--- src/rtl/des_pkg.sv ---
// Shared definitions for the DES half-block swap datapath.
package des_pkg;

    // Default width of one DES half-block.
    localparam int unsigned DES_HALF_W = 32;

    // Occupancy of the two-entry skid buffer.
    typedef enum logic [1:0] {
        EMPTY = 2'd0,
        ONE   = 2'd1,
        TWO   = 2'd2
    } swap_state_t;

endpackage

--- src/rtl/des_skid_buf.sv ---
// Two-entry skid buffer with a fully registered valid/ready interface.
// MAIN drives the output; SKID absorbs the block that arrives while the
// consumer stalls, so the upstream side keeps one block per cycle.
module des_skid_buf
    import des_pkg::*;
#(
    parameter int unsigned DATA_W = 2 * DES_HALF_W + 1
) (
    input  logic              i_clk,
    input  logic              i_rst_n,
    input  logic              i_clear,
    input  logic              i_in_valid,
    output logic              o_in_ready,
    input  logic [DATA_W-1:0] i_in_data,
    output logic              o_out_valid,
    input  logic              i_out_ready,
    output logic [DATA_W-1:0] o_out_data,
    output logic              o_out_xfer
);

    swap_state_t       r_state;
    swap_state_t       w_next;
    logic [DATA_W-1:0] r_main;
    logic [DATA_W-1:0] r_skid;
    logic              r_in_ready;

    logic              w_in_xfer;
    logic              w_out_xfer;
    logic              w_load_main_in;
    logic              w_load_main_skid;
    logic              w_load_skid;

    // CLEAR suppresses both handshakes so a flushed cycle neither
    // captures nor delivers anything.
    assign w_in_xfer  = i_in_valid & r_in_ready & ~i_clear;
    assign w_out_xfer = (r_state != EMPTY) & i_out_ready & ~i_clear;

    // Next occupancy and which register each edge loads.
    always_comb begin
        w_next           = r_state;
        w_load_main_in   = 1'b0;
        w_load_main_skid = 1'b0;
        w_load_skid      = 1'b0;
        if (i_clear) begin
            w_next = EMPTY;
        end else begin
            case (r_state)
                EMPTY: begin
                    if (w_in_xfer) begin
                        w_next         = ONE;
                        w_load_main_in = 1'b1;
                    end
                end
                ONE: begin
                    if (w_in_xfer && w_out_xfer) begin
                        w_next         = ONE;
                        w_load_main_in = 1'b1;
                    end else if (w_in_xfer) begin
                        w_next      = TWO;
                        w_load_skid = 1'b1;
                    end else if (w_out_xfer) begin
                        w_next = EMPTY;
                    end
                end
                TWO: begin
                    // Ready is low here, so only the output side can move.
                    if (w_out_xfer) begin
                        w_next           = ONE;
                        w_load_main_skid = 1'b1;
                    end
                end
                default: begin
                    w_next = EMPTY;
                end
            endcase
        end
    end

    // State, registered ready and the two payload registers.
    always_ff @(posedge i_clk or negedge i_rst_n) begin
        if (!i_rst_n) begin
            r_state    <= EMPTY;
            r_in_ready <= 1'b0;
            r_main     <= '0;
            r_skid     <= '0;
        end else begin
            r_state    <= w_next;
            r_in_ready <= (w_next != TWO);
            if (w_load_main_in) begin
                r_main <= i_in_data;
            end else if (w_load_main_skid) begin
                r_main <= r_skid;
            end
            if (w_load_skid) begin
                r_skid <= i_in_data;
            end
        end
    end

    assign o_in_ready  = r_in_ready;
    assign o_out_valid = (r_state != EMPTY);
    assign o_out_data  = r_main;
    assign o_out_xfer  = w_out_xfer;

endmodule

--- src/rtl/des_swap_stage.sv ---
// Registered DES final half-block swap with per-block swap select,
// skid buffering for back-pressure and a delivered-block counter.
module des_swap_stage
    import des_pkg::*;
#(
    parameter int unsigned HALF_W = DES_HALF_W,
    parameter int unsigned CNT_W  = 16
) (
    input  logic              CLK,
    input  logic              RST_N,
    input  logic              CLEAR,
    input  logic              IN_VALID,
    output logic              IN_READY,
    input  logic [HALF_W-1:0] IN_LEFT,
    input  logic [HALF_W-1:0] IN_RIGHT,
    input  logic              IN_SWAP,
    output logic              OUT_VALID,
    input  logic              OUT_READY,
    output logic [HALF_W-1:0] OUT_LEFT,
    output logic [HALF_W-1:0] OUT_RIGHT,
    output logic              OUT_SWAPPED,
    output logic [CNT_W-1:0]  BLK_COUNT
);

    localparam int unsigned PAY_W = 2 * HALF_W + 1;

    logic [HALF_W-1:0] w_cap_left;
    logic [HALF_W-1:0] w_cap_right;
    logic [PAY_W-1:0]  w_in_data;
    logic [PAY_W-1:0]  w_out_data;
    logic              w_out_xfer;
    logic [CNT_W-1:0]  r_blk_count;

    // Swap at capture; the select bit travels with the block as its tag.
    assign w_cap_left  = IN_SWAP ? IN_RIGHT : IN_LEFT;
    assign w_cap_right = IN_SWAP ? IN_LEFT  : IN_RIGHT;
    assign w_in_data   = {IN_SWAP, w_cap_left, w_cap_right};

    des_skid_buf #(
        .DATA_W (PAY_W)
    ) u_skid (
        .i_clk       (CLK),
        .i_rst_n     (RST_N),
        .i_clear     (CLEAR),
        .i_in_valid  (IN_VALID),
        .o_in_ready  (IN_READY),
        .i_in_data   (w_in_data),
        .o_out_valid (OUT_VALID),
        .i_out_ready (OUT_READY),
        .o_out_data  (w_out_data),
        .o_out_xfer  (w_out_xfer)
    );

    assign OUT_SWAPPED = w_out_data[PAY_W-1];
    assign OUT_LEFT    = w_out_data[PAY_W-2:HALF_W];
    assign OUT_RIGHT   = w_out_data[HALF_W-1:0];

    // Count delivered blocks; wraps naturally, untouched by CLEAR.
    always_ff @(posedge CLK or negedge RST_N) begin
        if (!RST_N) begin
            r_blk_count <= '0;
        end else if (w_out_xfer) begin
            r_blk_count <= r_blk_count + CNT_W'(1);
        end
    end

    assign BLK_COUNT = r_blk_count;

endmodule

--- config.mk ---
export PLATFORM = sky130hd
export DESIGN_NAME = des_swap_stage
export DESIGN_NICKNAME = d
export VERILOG_FILES = /design/src/rtl/des_pkg.sv /design/src/rtl/des_skid_buf.sv /design/src/rtl/des_swap_stage.sv
export SDC_FILE = /design/constraint.sdc
export NUM_CORES = 1
export LEC_CHECK = 0
export ABC_AREA = 1
export CAP_MARGIN = 20
export CORE_MARGIN = 2
export CORE_UTILIZATION = 35
export CTS_CLUSTER_DIAMETER = 120
export DETAILED_ROUTE_END_ITERATION = 8
export PLACE_DENSITY = 0.58
export SYNTH_ARGS = -nofsm -noshare
export SYNTH_HDL_FRONTEND = slang
export SYNTH_SLANG_ARGS = --single-unit
--- constraint.sdc ---
create_clock -name CLK -period 1.3 [get_ports CLK]
set_input_delay 0.13 -clock CLK [delete_from_list [all_inputs] [get_ports CLK]]
set_output_delay 0.13 -clock CLK [all_outputs]
set_load 0.02 [all_outputs]
Word-level counts from Yosys, hierarchy flattened
Cells that the tools add are included.
{ "totals": {"in_bits": 70, "output_inout_bits": 83, "register_bits": 149} }
{ "op_classes": {"reduce_logical": 4, "mux": 21, "n_addsub": 1, "n_bitwise": 5, "eq_ne": 3} }
{ "op_table": {"columns": ["operator", "n"], "rows": [
  ["$mux W65", 2],
  ["$mux W32", 2],
  ["$add A16 B1 Y16 const B", 1],
  ["$mux W2", 6],
  ["$mux W1", 9],
  ["$pmux W2 S3", 1],
  ["$and A1 B1 Y1", 4],
  ["$reduce_bool A2 Y1", 2],
  ["$eq A2 B1 Y1 const B", 1],
  ["$eq A2 B2 Y1 const B", 1],
  ["$logic_not A2 Y1", 1],
  ["$ne A2 B2 Y1 const B", 1],
  ["$pmux W1 S2", 1],
  ["$logic_and A1 B1 Y1", 1],
  ["$not A1 Y1", 1]
]} }

Longest topological paths before layout
{ "depth": {"ltp_word": 9, "ltp_mapped": 10, "mapped_depth_nobuf": 8} }

Modules after synthesis
A second synthesis with hierarchy kept.
{ "unflattened": {"hier_cells": 1094, "area_unflattened_um2": 8001.4} }
{ "by_module_without_submodules": {"columns": ["mod", "n_inst", "cells_each", "area_per_inst_um2", "seq_area_each_um2"], "rows": [
  ["des_skid_buf", 1, 815, 6387.4, 3328.2],
  ["des_swap_stage", 1, 279, 1614.0, 400.4]
]} }

Worst setup path after synthesis
No wires, ideal clock.
{ "synth_timing": {"path_kind": "register -> register", "start": "register r_blk_count[0], in the netlist BLK_COUNT[0]", "end": "register r_blk_count[12], in the netlist BLK_COUNT[12]", "required_ns": 1.174, "setup_time_ns": 0.126, "path_stages_with_launch": 9, "arrival_ns": 1.262, "path_buffers": 0, "path_slack_ns": -0.088, "period_less_slack_ns": 1.388, "path_cell_list": "dfrtp_1 -> ha_1 -> nand2_1 -> nor2_1 -> nand3_1 -> nand2_1 -> nand2_1 -> nand2_1 -> o21ai_0"} }
{ "synth_via": {"elab_chain_len": 1} }
{ "synth_lines": {"columns": ["item", "line_no", "rtl"], "rows": [
  ["start, declared", "des_swap_stage.sv:32", "logic [CNT_W-1:0] r_blk_count;"],
  ["start signal, assigned", "des_swap_stage.sv:63", "r_blk_count <= r_blk_count + CNT_W'(1);"],
  ["$add A16 B1 Y16", "des_swap_stage.sv:63", null]
]} }
Every way passes these cells.
A chain may end at the register's enable or synchronous reset.

Worst setup path after layout
{ "layout_timing": {"start": "register u_skid.r_state[1]", "end": "register u_skid.r_main[34], in the netlist u_skid.o_out_data[34]"} }
{ "layout_via": {"elab_chain_len": 8, "word_cells_on_any_way": 15} }
{ "layout_lines": {"columns": ["item", "line_no", "rtl"], "rows": [
  ["start, declared", "des_skid_buf.sv:21", "swap_state_t r_state;"],
  ["start signal, assigned", "des_skid_buf.sv:87", "r_state <= w_next;"],
  ["$reduce_bool A2 Y1", "des_skid_buf.sv:36", "assign w_out_xfer = (r_state != EMPTY) & i_out_ready & ~i_clear;"],
  ["$and A1 B1 Y1 (2 in series)", "des_skid_buf.sv:36", null],
  ["$logic_and A1 B1 Y1", "des_skid_buf.sv:55", "if (w_in_xfer && w_out_xfer) begin"],
  ["$mux W1", "des_skid_buf.sv:55", null],
  ["$pmux W1 S2", "des_skid_buf.sv:47", "case (r_state)"],
  ["$mux W1", "des_skid_buf.sv:44", "if (i_clear) begin"],
  ["$mux W65 / $reduce_bool A2 Y1 (equally long branches)", null, null],
  ["end signal, assigned", "des_skid_buf.sv:90", "r_main <= i_in_data;"],
  ["end signal, assigned", "des_skid_buf.sv:92", "r_main <= r_skid;"],
  ["end, declared", "des_skid_buf.sv:23", "logic [DATA_W-1:0] r_main;"]
]} }
Several ways; a longest one is shown, not always the timed one.

==> results.md <==
- Failing checks: setup timing
- Gr usage total: 0.209
- Fillers: 1,921
- CTS tree: done
- Tmin final: 1500 ps
- Maximum clock rate: 0.665 GHz
- Row cnt: 52
- Post-synth top area share: 0.527
- Largest cells by area after synthesis: dfrtp_1, nand2_1, o21ai_0
- R2R Setup Slk: -200 ps
- Starting DRT DRC Count: 336
- Internal power: 10.7 mW
- Tcrit/Tclk final: 1.16
- Final Skew: 9.43 ps
- Layout cells sized above 1: 0.270
- FF+latch count, synth: 149
- Most used cell, CP: nand2_2
- Crit path depth: 10
- Avg Inst Size Synth: 7.45 um^2
- Crit path largest cell delay: 410 ps
- Worst Path Buf+Inv: 3
- Final worst setup slack: -203 ps
- Antenna-violating nets left: 0
- Drt pass-1 iters: 4
- Synth area leader: dfrtp_1
- Fin nets: 1,214
- CP cell instances: inv_1 > nand2_2 > nor2_4 > nand2_2 > nand2_4 > nor2_4 > buf_6 > buf_12 > nand2_2 > nand3_2
- DRC Markers: 0
- Initial antenna violation count: 0
- Reg2reg end: u_skid.o_out_data[34]
- Comb pwr share: 0.259
- Clock slew at reported path FFs: 60 ps
- Sw Ratio: 0.324
- Fin Setup TNS: -20,150 ps
- Yosys cell types: 21
- CTS root buf: clkbuf_16
- Peak VDD IR: 0.000867 V
- Longest Clk Path Bufs: 2
- Crit path max fanout: 5
- Worst R2R Path Depth: 10
- DP Worst Slack: -331 ps
- Leak pwr: 5.53 nW
- DP Wirelength: 12.7 mm
- Max-slew headroom: 0.596
- Slew at the pin with the worst max-slew slack: 599 ps
- Core Area: 20,000 um^2
- First-pass GRT wire length: 35.1 mm
- Setup CP Type: reg -> reg
- Crit Reg-Reg Startpoint: u_skid.r_state[1]
- Yosys synthesis warning count: 0
- Placer Congestion: 0.777
- Largest net degree at the start of global routing: 43
- Max cap viols: 0
- Cell family with most CP delay: simple AND/OR/NAND/NOR gates
- Starting density of the core: 0.353
- Clk pwr share: 0.328
- Vias in the first global route: 6,423
- Slew Viols, Final: 0
- CP startpoint kind: flip-flop
- Slowest CP cell: dfrtp_1
- Cell Pwr Density: 1430 nW/um^2
- Placement Cell Area: 9190 um^2
- P_sw: 5.11 mW
- IO Port Bufs: 152
- Clock latency at the later pin of the worst-skew pair: 420 ps
- Die ar.: 21,400 um^2
- Placed Cells: 1,362
- Final Instance Area: 11,000 um^2
- Flop pwr share: 0.413
- Hold crit path type: in -> async
- CTS Buf Count: 17
- # diodes: 0
- Synthesis-to-layout area growth: 55.6%
- Die Width: 146 um
- Global route overflow: 0
- Final Hold Fails: 0
- Routed wire length: 22.6 mm
- IO Pins: 153
- Cell Area, Synth: 7080 um^2
- Die height: 146 um
- Crit path arrival time: 1860 ps
- Post-DR wirelength/cell: 15.8 um
- RSZ-0062 raised after global routing: yes
- Cell count after synthesis: 951
- Critical Path End Type: flip-flop
- Post-synthesis sequential area ratio: 0.527
- CP endpoint: u_skid.o_out_data[34]
- Vias: 6,825
- CTS Sinks: 149
- Worst Path Required: 1650 ps
- Post-route non-filler standard cell count: 1,426
- Status: finished, violations left
- H-tree depth: 4
- Final setup vio count: 135
- Synth Net Count: 1,022
- Critical path origin: u_skid.r_state[1]
- Vias/cell: 4.79
[kinds of logic after synthesis]
group / after synthesis / share of synthesized area
and+or+nand+nor: 616 / 0.343
DFF: 149 / 0.527
buffers and inverters: 104 / 0.0673
AOI/OAI and AO/OA: 73 / 0.0516
xor gates and xnor gates: 8 / 0.00989
adders and majority gates: 1 / 0.00177
[power groups by stage]
stage / Clock (mW) / Combinational (mW) / Sequential [mW]
floorplan: 0 / 1.29 / 6.88
global placement: 0 / 3.66 / 6.42
detailed placement: 0 / 3.72 / 6.41
CTS: 5.26 / 3.75 / 6.33
global route: 5.45 / 4.51 / 6.66
finish: 5.19 / 4.09 / 6.52
[worst register-to-register path, stage by stage (launching register included)]
cell and delay (ps):
dfrtp_1 410, inv_1 80, nand2_2 90, nor2_4 50
nand2_2 70, nand2_4 70, nor2_4 250, buf_6 180
buf_12 130, nand2_2 50, nand3_2 70
[worst min-delay path by stage]
stage	cells past startpoint	to	start
after global placement	1	u_skid.r_skid[38]	RST_N
after floorplan	0	BLK_COUNT[0]	RST_N
after detailed placement	1	u_skid.o_out_data[38]	RST_N
after global routing	2	u_skid.o_out_data[38]	RST_N
after CTS	2	u_skid.o_out_data[38]	RST_N
final	2	u_skid.o_out_data[38]	RST_N
[flip-flops by register name, indices dropped and copies added, names as in the netlist]
signal             cells
BLK_COUNT             16
u_skid.o_in_ready      1
u_skid.o_out_data     65
u_skid.r_skid         65
u_skid.r_state         2
[layout by cell type (no fill, tap or decap), types with 5 or more instances in the layout]
cell | Yosys | final
clkdlybuf4s15_1 | 0 | 27
clkbuf_16 | 0 | 20
buf_16 | 0 | 9
nor2_4 | 0 | 7
inv_1 | 52 | 52
nand2_1 | 510 | 389
clkdlybuf4s50_1 | 0 | 67
clkbuf_2 | 0 | 15
buf_12 | 0 | 21
nor2_2 | 5 | 9
nand2_2 | 1 | 80
buf_4 | 3 | 23
nand3_1 | 69 | 44
o21ai_0 | 72 | 68
xor2_1 | 5 | 5
clkdlybuf4s15_2 | 0 | 8
buf_6 | 5 | 14
nand3_2 | 0 | 25
dfrtp_2 | 0 | 12
nand2_4 | 0 | 41
nor2_1 | 24 | 13
dlygate4sd2_1 | 0 | 28
dfrtp_1 | 149 | 137
[routing by layer]
metal	GRT usage	up-vias	part of all wire
met1	0.286	3276	0.45
met5	0	-	0
met3	0.0391	24	0.046
met4	0.0544	0	0.015
li1	-	3333	-
met2	0.343	192	0.49
[what timing repair did]
action | CTS | global route
gates cloned | 14 | 3
setup buffers | 17 | 7
pin swaps | 10 | 67
setup endpoints to repair | 218 | 189
gates resized for setup | 173 | 265
endpoints found under the hold margin | 149 | 0
hold buffers | 1 | 0
[cells in the mapped netlist]
master,n
xor2_1,5
inv_2,3
xnor2_1,3
nor2_2,5
buf_2,30
o21ai_0,72
nand2_2,1
inv_1,52
a21oi_1,1
nand3_1,69
clkbuf_1,10
nor3_1,3
buf_1,1
buf_6,5
buf_4,3
dfrtp_1,149
nor2_1,24
ha_1,1
nand3b_1,1
nand2_1,510
nand4_1,3
[stage by stage]
stage / power (mW) / utilization / hold WS [ps]
5_1_grt: 16.6 / 0.550 / 183
3_5_place_dp: 10.1 / 0.459 / 47.6
2_1_floorplan: 8.16 / - / -166
3_3_place_gp: 10.1 / 0.459 / 47.5
6_report: 15.8 / 0.550 / 170
4_1_cts: 15.3 / 0.521 / 164
[area by class of cell]
cell class	count	area [um^2]	area share
Inverter	55	221	0.0201
Tap cell	270	338	0.0307
Clock buffer	19	453	0.0411
Sequential cell	149	3740	0.340
Clock inverter	13	170	0.0154
Timing Repair Buffer	222	2480	0.226
Multi-Input combinational cell	698	3610	0.327
Note: power is estimated with default switching activity, not from simulation.
